==> src/rtl/fetch_pc_unit_pkg.sv <==
// Shared types for the LC-3b instruction-fetch stage.
//   lc3b_word     : 16-bit machine word (instructions and addresses)
//   fetch_state_t : fetch controller state encoding
//   fetch_word_t  : an instruction together with the address it came from
//   pc_incr()     : next sequential PC, 16-bit wrap with no carry out
package fetch_pc_unit_pkg;

  typedef logic [15:0] lc3b_word;

  typedef enum logic [1:0] {
    S_RESET   = 2'd0,
    S_FETCH   = 2'd1,
    S_HOLD    = 2'd2,
    S_DISCARD = 2'd3
  } fetch_state_t;

  typedef struct packed {
    lc3b_word instr;
    lc3b_word pc;
  } fetch_word_t;

  localparam lc3b_word PC_STEP = 16'd2;

  function automatic lc3b_word pc_incr(input lc3b_word pc);
    return pc + PC_STEP;
  endfunction

endpackage

==> src/rtl/fetch_pc_unit_hold_buffer.sv <==
// Single-entry capture register for a response that arrives while the
// downstream pipeline is stalled.
// Ports:
//   clk, reset_n : clock, async active-low reset
//   load         : capture 'capture' and mark the entry valid
//   clear        : invalidate the entry (takes priority over load)
//   capture      : {instr, pc} to store
//   valid        : entry holds a captured response
//   word         : stored {instr, pc}
module fetch_pc_unit_hold_buffer
  import fetch_pc_unit_pkg::*;
(
  input  logic        clk,
  input  logic        reset_n,
  input  logic        load,
  input  logic        clear,
  input  fetch_word_t capture,
  output logic        valid,
  output fetch_word_t word
);

  always_ff @(posedge clk or negedge reset_n) begin
    if (!reset_n) begin
      valid <= 1'b0;
      word  <= '0;
    end else if (clear) begin
      valid <= 1'b0;
    end else if (load) begin
      valid <= 1'b1;
      word  <= capture;
    end
  end

endmodule

==> src/rtl/fetch_pc_unit.sv <==
// LC-3b instruction-fetch stage. Owns the PC, runs the I-cache read
// handshake, presents fetched words to the IF/ID latch and applies
// redirects from the resolution stage, dropping stale in-flight fetches.
// Ports:
//   clk, reset_n         : clock, async active-low reset
//   stall                : downstream pipeline stall
//   redirect/redirect_pc : resolved control transfer and its target
//   icache_resp/rdata    : one-cycle read-data-valid pulse and data
//   icache_read/address  : read request (held until resp) and its address
//   if_valid/instr/pc    : fetched instruction, NOP_INSTR when not valid
//   if_pc_plus2          : if_pc + 2
//   squash_count         : saturating count of fetches dropped by redirect
//
// state     | meaning
// S_RESET   | first cycle out of reset, no request
// S_FETCH   | request outstanding at pc
// S_HOLD    | response parked in hold buffer until stall drops
// S_DISCARD | stale request still in flight at discard_addr; pc = new target
module fetch_pc_unit
  import fetch_pc_unit_pkg::*;
#(
  parameter lc3b_word RESET_PC  = 16'h0000,
  parameter lc3b_word NOP_INSTR = 16'h0000
) (
  input  logic     clk,
  input  logic     reset_n,
  input  logic     stall,
  input  logic     redirect,
  input  lc3b_word redirect_pc,
  input  logic     icache_resp,
  input  lc3b_word icache_rdata,
  output logic     icache_read,
  output lc3b_word icache_address,
  output logic     if_valid,
  output lc3b_word if_instr,
  output lc3b_word if_pc,
  output lc3b_word if_pc_plus2,
  output lc3b_word squash_count
);

  fetch_state_t state, state_nxt;
  lc3b_word     pc, pc_nxt;
  lc3b_word     discard_addr, discard_addr_nxt;
  logic         if_valid_nxt;
  lc3b_word     if_instr_nxt, if_pc_nxt;
  logic         squash_inc;
  logic         hold_load, hold_clear, hold_valid;
  fetch_word_t  hold_word;

  fetch_pc_unit_hold_buffer u_hold (
    .clk     (clk),
    .reset_n (reset_n),
    .load    (hold_load),
    .clear   (hold_clear),
    .capture ('{instr: icache_rdata, pc: pc}),
    .valid   (hold_valid),
    .word    (hold_word)
  );

  // The stale request must keep its original address on the bus until the
  // cache answers, even though pc already holds the redirect target.
  assign icache_read    = (state == S_FETCH) || (state == S_DISCARD);
  assign icache_address = (state == S_DISCARD) ? discard_addr : pc;
  assign if_pc_plus2    = pc_incr(if_pc);

  always_comb begin
    state_nxt        = state;
    pc_nxt           = pc;
    discard_addr_nxt = discard_addr;
    if_valid_nxt     = if_valid;
    if_instr_nxt     = if_instr;
    if_pc_nxt        = if_pc;
    squash_inc       = 1'b0;
    hold_load        = 1'b0;
    hold_clear       = 1'b0;

    if (state == S_RESET) begin
      state_nxt = S_FETCH;
      if (!stall) begin
        if_valid_nxt = 1'b0;
        if_instr_nxt = NOP_INSTR;
      end
    end else if (!stall && redirect) begin
      pc_nxt       = {redirect_pc[15:1], 1'b0};
      if_valid_nxt = 1'b0;
      if_instr_nxt = NOP_INSTR;
      hold_clear   = 1'b1;
      if (state == S_FETCH && !icache_resp) begin
        state_nxt        = S_DISCARD;
        discard_addr_nxt = pc;
        squash_inc       = 1'b1;
      end else if (state == S_DISCARD && !icache_resp) begin
        // Already waiting out a dropped fetch: retarget only.
        state_nxt = S_DISCARD;
      end else begin
        state_nxt  = S_FETCH;
        squash_inc = 1'b1;
      end
    end else begin
      unique case (state)
        S_FETCH: begin
          if (icache_resp && !stall) begin
            if_instr_nxt = icache_rdata;
            if_pc_nxt    = pc;
            if_valid_nxt = 1'b1;
            pc_nxt       = pc_incr(pc);
          end else if (icache_resp) begin
            hold_load = 1'b1;
            state_nxt = S_HOLD;
          end else if (!stall) begin
            if_valid_nxt = 1'b0;
            if_instr_nxt = NOP_INSTR;
          end
        end
        S_HOLD: begin
          if (!stall) begin
            hold_clear = 1'b1;
            state_nxt  = S_FETCH;
            if (hold_valid) begin
              if_instr_nxt = hold_word.instr;
              if_pc_nxt    = hold_word.pc;
              if_valid_nxt = 1'b1;
              pc_nxt       = pc_incr(pc);
            end else begin
              if_valid_nxt = 1'b0;
              if_instr_nxt = NOP_INSTR;
            end
          end
        end
        S_DISCARD: begin
          if (icache_resp) begin
            state_nxt = S_FETCH;
          end
          if (!stall) begin
            if_valid_nxt = 1'b0;
            if_instr_nxt = NOP_INSTR;
          end
        end
        default: begin
          state_nxt = S_RESET;
        end
      endcase
    end
  end

  always_ff @(posedge clk or negedge reset_n) begin
    if (!reset_n) begin
      state        <= S_RESET;
      pc           <= RESET_PC;
      discard_addr <= RESET_PC;
      if_valid     <= 1'b0;
      if_instr     <= NOP_INSTR;
      if_pc        <= RESET_PC;
      squash_count <= '0;
    end else begin
      state        <= state_nxt;
      pc           <= pc_nxt;
      discard_addr <= discard_addr_nxt;
      if_valid     <= if_valid_nxt;
      if_instr     <= if_instr_nxt;
      if_pc        <= if_pc_nxt;
      if (squash_inc && (squash_count != 16'hFFFF)) begin
        squash_count <= squash_count + 16'd1;
      end
    end
  end

endmodule

==> config.mk <==
export PLATFORM = sky130hd
export DESIGN_NAME = fetch_pc_unit
export DESIGN_NICKNAME = d
export VERILOG_FILES = /design/src/rtl/fetch_pc_unit_pkg.sv /design/src/rtl/fetch_pc_unit_hold_buffer.sv /design/src/rtl/fetch_pc_unit.sv
export SDC_FILE = /design/constraint.sdc
export NUM_CORES = 1
export LEC_CHECK = 0
export CAP_MARGIN = 20
export CORE_UTILIZATION = 50
export DETAILED_ROUTE_END_ITERATION = 10
export HOLD_SLACK_MARGIN = 0.15
export PLACE_DENSITY = 0.76
export SYNTH_ARGS = -nofsm -noshare
export SYNTH_HDL_FRONTEND = slang
export SYNTH_SLANG_ARGS = --single-unit
==> constraint.sdc <==
create_clock -name clk -period 4.18 [get_ports clk]
set_input_delay 0.836 -clock clk [delete_from_list [all_inputs] [get_ports clk]]
set_output_delay 0.836 -clock clk [all_outputs]
set_load 0.02 [all_outputs]
==> results of run 1 <==
[placed cells by master, fill, tap and decap left out, types with 6 or more instances in the layout]
| cell type | count |
|---|---|
| clkbuf_8 | 11 |
| nand4_1 | 9 |
| xnor2_1 | 17 |
| xor2_1 | 8 |
| nor2_1 | 33 |
| nand3_1 | 21 |
| dfrtp_1 | 112 |
| o21ai_0 | 31 |
| nand2_1 | 47 |
| mux2i_1 | 16 |
| clkdlybuf4s50_1 | 113 |
| buf_4 | 12 |
| mux2_2 | 63 |
| and3_1 | 8 |
| a21oi_1 | 38 |
| a22oi_1 | 16 |
| o22ai_1 | 6 |
[flip-flops by register name, indices dropped and copies added, names as in the netlist]
register and flops:
if_instr 16, if_valid 1, state 2, if_pc 15, u_hold.word 31, squash_count 16, u_hold.valid 1, pc 15
discard_addr 15
[critical path: cells and delay by family, from the launching register on]
kind / cells / cell delay [ns]
mux: 1 / 0.44
buf+inv: 1 / 0.54
simple gates: 1 / 0.51
flops: 1 / 0.62
[metal layers]
layer | GRT usage | vias to the layer above | share of wire
li1 | - | 2007 | -
met1 | 0.3220 | 2048 | 0.47
met2 | 0.3469 | 117 | 0.47
met3 | 0.04169 | 13 | 0.040
met4 | 0.06360 | 0 | 0.015
met5 | 0 | - | 0
[cell families (layout without fill, tap and decap cells)]
group | Yosys count | in the layout | synth area share
and+or+nand+nor | 137 | 137 | 0.1198
AOI/OAI and AO/OA | 113 | 113 | 0.1253
DFF | 112 | 112 | 0.5140
muxes | 79 | 79 | 0.1595
buffers and inverters | 39 | 146 | 0.03373
xor gates and xnor gates | 25 | 25 | 0.04016
adders and majority gates | 3 | 3 | 0.006885
other | 1 | 3 | 0.0006877
[through the flow]
stage	hold WS, ns	power (W)
5_1_grt	0.5238	0.004816
6_report	0.4851	0.004520
3_5_place_dp	0.4762	0.003878
2_1_floorplan	0.4712	0.002995
3_3_place_gp	0.4684	0.003801
4_1_cts	0.5013	0.004548
[power by group]
group / switching, W / internal [W]
sequential: 0.000391 / 0.00146
clock: 0.000360 / 0.000312
combinational: 0.000950 / 0.00104
[worst min-delay path by stage]
stage | to | from | slack (ns)
after floorplan | u_hold.word[19] | u_hold.word[19] | 0.47
after global placement | if_instr[6] | if_instr[6] | 0.47
after detailed placement | if_instr[1] | if_instr[1] | 0.48
after CTS | if_instr[1] | if_instr[1] | 0.50
after global routing | u_hold.word[19] | u_hold.word[19] | 0.52
final | squash_count[2] | reset_n | 0.49
[final cells by class]
class | count | share of cell area
Clock inverter | 4 | 0.007432
Multi-Input combinational cell | 360 | 0.3598
Inverter | 5 | 0.002719
Sequential cell | 112 | 0.4060
Timing Repair Buffer | 125 | 0.1769
Clock buffer | 12 | 0.02248
Tap cell | 136 | 0.02465
==> flow_metrics.tcl, run 1 <==
set metrics [dict create \
    cts_setup_buffers 0 \
    grt_pass1_vias 3985 \
    crit_slowest_cell "dfrtp_1" \
    synth_edf_count 0 \
    synth.top_cell.area_share 0.5140 \
    core-area_sq_um 10460 \
    io_buffers 114 \
    num_antenna_cells 0 \
    worst-setup-path-type "register to primary output" \
    critical_path.startpoint_type "register" \
    finalCritPeriodShare 0.7957 \
    rows 37 \
    synth.most_common_cell "dfrtp_1" \
    fin_util 0.6598 \
    path_cells "nand2_1 > mux2_2 > clkdlybuf4s50_1" \
    syn_area_sq_um 5453 \
    cp.required_ns 3.34 \
    grt_pass1_wl_um 20040 \
    place_ws_ns 0.9897 \
    async_flop_share 1.000 \
    wl_per_cell_um 15.53 \
    area_delta_synth_final_pct 26.59 \
    cp-end-kind "primary output" \
    drcViolationCount 0 \
    cts_sinks 112 \
    max_cap_viol_count 0 \
    postSynthCellCount 509 \
    die_w_um 106.4 \
    clk_pin_slew_ns 0.10 \
    dpl_cell_area_sq_um 6696 \
    ys_seq_area_frac 0.5140 \
    insertion_delay_ns 0.38 \
    worstMarginPinSlew_ns 1.022 \
    ctsRootBufferMaster "clkbuf_8" \
    boundaryPins 119 \
    crit_start "state[0]" \
    synth_top_area_cell "dfrtp_1" \
    ant_nets 0 \
    grt_max_degree 57 \
    grt_overflow 0 \
    finClkSkew_ns 0.01463 \
    rsz0062_at_grt "false" \
    rrSetupSlack_ns 2.05 \
    grt.total_usage 0.2240 \
    first_pass_iters 6 \
    crit_end "icache_address[8]" \
    powerDensity_nw_per_um2 654.9 \
    r2r_start "state[1]" \
    worst_slack_ns 0.8541 \
    fin_nets 653 \
    p_leak_nw 2.799 \
    hold_viol 0 \
    final-seq-area_sq_um 2803 \
    multi_input_area_sq_um 2484 \
    ys_seq_elements 112 \
    die_y_um 106.4 \
    cts_made_buffers 9 \
    fin_tns_setup_ns 0 \
    path_max_fanout 15 \
    peakVddDrop_v 0.0004879 \
    final_cell_area_sq_um 6903 \
    dr.first_iter.drc_count 269 \
    reg2regPathDepth 5 \
    place_inst 738 \
    routabilityCongestion 0.8154 \
    arrival_ns 2.49 \
    cts_resized 0 \
    setup_viol 0 \
    slew_violations 0 \
    synthTopCellsByCount "112 x dfrtp_1, 63 x mux2_2, 47 x nand2_1" \
    status "complete, no violations" \
    wl_um 11710 \
    min_path_type "input pin to async pin" \
    dp_hpwl_um 8499 \
    route.vias.total 4185 \
    ys_types 43 \
    start_util 0.5212 \
    timing.rr.end "u_hold.word[20]" \
    dieArea_sq_um 11330 \
    grt_antenna_before_repair 0 \
    via_per_inst 5.550 \
    drive_gt1_frac 0.1602 \
    synthTopCellsByArea "dfrtp_1 51%, mux2_2 13%, a21oi_1 3.5%" \
    period_needed_ns 3.326 \
    cts-hold-fix-buffers 0 \
    fin_cells 754 \
    clockBufferDepth 2 \
    cpPeakStageDelay_ns 0.62 \
    fillers 827 \
    htree_levels 3 \
    synthFlopType "dfrtp_1" \
    cts_tree "done" \
    synth_warnings 0 \
    syn_area_per_cell_sq_um 10.71 \
    max_freq_ghz 0.3007 \
    maxSlewHeadroom 0.3157 \
]
Note: power is estimated with default switching activity, not from simulation.
==> run 2: changes to the inputs <==
--- a/config.mk
+++ b/config.mk
@@ -6,10 +6,10 @@
 export NUM_CORES = 1
 export LEC_CHECK = 0
 export CAP_MARGIN = 20
-export CORE_UTILIZATION = 50
+export CORE_UTILIZATION = 46
 export DETAILED_ROUTE_END_ITERATION = 10
 export HOLD_SLACK_MARGIN = 0.15
-export PLACE_DENSITY = 0.76
+export PLACE_DENSITY = 0.74
 export SYNTH_ARGS = -nofsm -noshare
 export SYNTH_HDL_FRONTEND = slang
 export SYNTH_SLANG_ARGS = --single-unit
==> constraint.sdc (replaced) <==
create_clock -name clk -period 2.9 [get_ports clk]
set_input_delay 0.58 -clock clk [delete_from_list [all_inputs] [get_ports clk]]
set_output_delay 0.58 -clock clk [all_outputs]
set_load 0.02 [all_outputs]
==> flow_metrics.tcl, run 2 (synthesis results as in run 1) <==
set metrics [dict create \
    status "complete, no violations" \
    setup_viol 0 \
    final_common_cell "clkdlybuf4s50_1" \
    drcViolationCount 0 \
    worstMarginPinSlew_ns 1.001 \
    cts_sinks 112 \
    hold_viol 0 \
    insertion_delay_ns 0.35 \
    worst-setup-path-type "register to primary output" \
    clockBufferDepth 2 \
    ant_nets 0 \
    rrSetupSlack_ns 0.99 \
    fin_nets 656 \
    cts-hold-fix-buffers 0 \
    max_freq_ghz 0.3623 \
    dieArea_sq_um 12290 \
    clk_pin_slew_ns 0.07 \
    rows 39 \
    cp-end-kind "primary output" \
    dr.first_iter.drc_count 198 \
    max_cap_viol_count 0 \
    finalCritPeriodShare 0.9517 \
    area_delta_synth_final_pct 29.42 \
    arrival_ns 2.18 \
    peakVddDrop_v 0.0008728 \
    boundaryPins 119 \
    fin_tns_setup_ns 0 \
    cts_made_buffers 9 \
    dp_hpwl_um 8549 \
    r2r_start "state[0]" \
    grt_max_degree 78 \
    grt_antenna_before_repair 0 \
    core-area_sq_um 11470 \
    htree_levels 3 \
    reg2regPathDepth 5 \
    pwr-share-clk 0.187 \
    drive_gt1_frac 0.1677 \
    powerDensity_nw_per_um2 976.4 \
    timing.rr.end "squash_count[1]" \
    rsz0062_at_grt "false" \
    power.share.switching 0.3637 \
    slew_violations 0 \
    cts_setup_buffers 0 \
    grt.total_usage 0.2068 \
    crit_end "if_pc_plus2[12]" \
    die_w_um 110.9 \
    maxSlewHeadroom 0.3296 \
    whs_ns 0.1808 \
    routabilityCongestion 0.8146 \
    route.vias.total 4211 \
    fillers 939 \
    via_per_inst 5.519 \
    cp.required_ns 2.32 \
    p_seq_frac 0.389 \
    wl_um 12240 \
    critical_path.startpoint_type "register" \
    p_int_w 0.004384 \
    first_pass_iters 4 \
    io_buffers 114 \
    top_register "u_hold.word" \
    p_leak_nw 2.875 \
    grt_pass1_vias 4109 \
    biggestRegsByFlops "u_hold.word (31), if_instr (16), squash_count (16)" \
    num_antenna_cells 0 \
    grt_overflow 0 \
    path_max_fanout 6 \
    cts_tree "done" \
    period_needed_ns 2.760 \
    grt_pass1_wl_um 20540 \
    finClkSkew_ns 0.007571 \
    power_frac_comb 0.424 \
    final_cell_mix "111 x clkdlybuf4s50_1, 110 x dfrtp_1, 63 x mux2_2" \
    p_switching_w 0.002506 \
    min_path_type "input pin to async pin" \
    largest_register_ffs 31 \
    start_util 0.4755 \
    die_y_um 110.9 \
    wl_per_cell_um 16.04 \
    crit_start "if_pc[3]" \
    ctsRootBufferMaster "clkbuf_16" \
]
run 2: cell types whose count changed in the layout (fill, tap and decap cells not counted), moves of 2 or more:
cell / before / now
clkbuf_8: 11 / 0
clkdlybuf4s50_1: 113 / 111
dfrtp_1: 112 / 110
clkbuf_16: 0 / 9
buf_4: 12 / 14
dfrtp_2: 0 / 2
dlymetal6s2s_1: 0 / 2
run 2: metrics by stage:
step / worst slack, ns / power (W) / area [sq um] / instances / utilization
floorplan: 0.8036 / 0.004317 / 5460 / 511 / -
global placement: 0.2511 / 0.005504 / 6740 / 748 / 0.5878
detailed placement: 0.3129 / 0.005625 / 6740 / 748 / 0.5878
CTS: 0.008796 / 0.006932 / 7048 / 763 / 0.6146
global route: 0.004286 / 0.007281 / 7057 / 763 / 0.6154
finish: 0.1402 / 0.006890 / 7057 / 763 / 0.6154
run 2: what timing repair did:
action                                  in CTS  in global routing
resized for setup                            1                  5
endpoints found under the setup margin       1                  7
endpoints found under the hold margin        0                  0
run 2: area by class of cell:
cell class | count | area [sq um] | share of cell area
Sequential cell | 112 | 2805 | 0.3975
Multi-Input combinational cell | 360 | 2490 | 0.3528
Timing Repair Buffer | 128 | 1261 | 0.1787
Clock buffer | 11 | 232.7 | 0.03298
Tap cell | 143 | 178.9 | 0.02535
Clock inverter | 4 | 70.07 | 0.009929
Inverter | 5 | 18.77 | 0.002660
run 2: critical path, cell delays in order (launching register included):
cell,delay [ns]
dfrtp_1,0.45
and3_1,0.19
nand3_1,0.22
nor2_1,0.21
xor2_1,0.15
clkdlybuf4s50_1,0.62
run 2: power groups by stage:
stage	Combinational (W)	Sequential (W)	Clock [W]
2_1_floorplan	0.00162	0.00269	0
3_3_place_gp	0.00285	0.00265	0
3_5_place_dp	0.00292	0.00270	0
4_1_cts	0.00295	0.00267	0.00131
5_1_grt	0.00314	0.00278	0.00136
6_report	0.00292	0.00268	0.00129
run 2: per-layer routing:
metal,global-route usage,vias to the layer above,share of wire
met3,0.03226,20,0.043
met2,0.3288,112,0.47
met5,0,-,0
met4,0.08000,0,0.021
li1,-,2023,-
met1,0.2852,2056,0.47
run 2: how the worst min path moves through the flow:
stage | end | depth (start not counted) | slack [ns] | start
floorplan | discard_addr[10] | 0 | 0.28 | reset_n
global placement | if_instr[13] | 2 | 0.47 | if_instr[13]
detailed placement | if_instr[5] | 2 | 0.48 | if_instr[5]
CTS | u_hold.word[21] | 1 | 0.20 | reset_n
global route | if_instr[5] | 1 | 0.21 | reset_n
finish | if_instr[5] | 1 | 0.18 | reset_n
==> run 3: changes to the inputs <==
--- a/config.mk
+++ b/config.mk
@@ -5,10 +5,10 @@
 export SDC_FILE = /design/constraint.sdc
 export NUM_CORES = 1
 export LEC_CHECK = 0
-export CAP_MARGIN = 20
+export ABC_CLOCK_PERIOD_IN_PS = 2900
 export CORE_UTILIZATION = 46
 export DETAILED_ROUTE_END_ITERATION = 10
-export HOLD_SLACK_MARGIN = 0.15
+export HOLD_SLACK_MARGIN = 0.12
 export PLACE_DENSITY = 0.74
 export SYNTH_ARGS = -nofsm -noshare
 export SYNTH_HDL_FRONTEND = slang
==> results of run 3 <==
Final layout, timing and power as in run 2 (identical DEF).
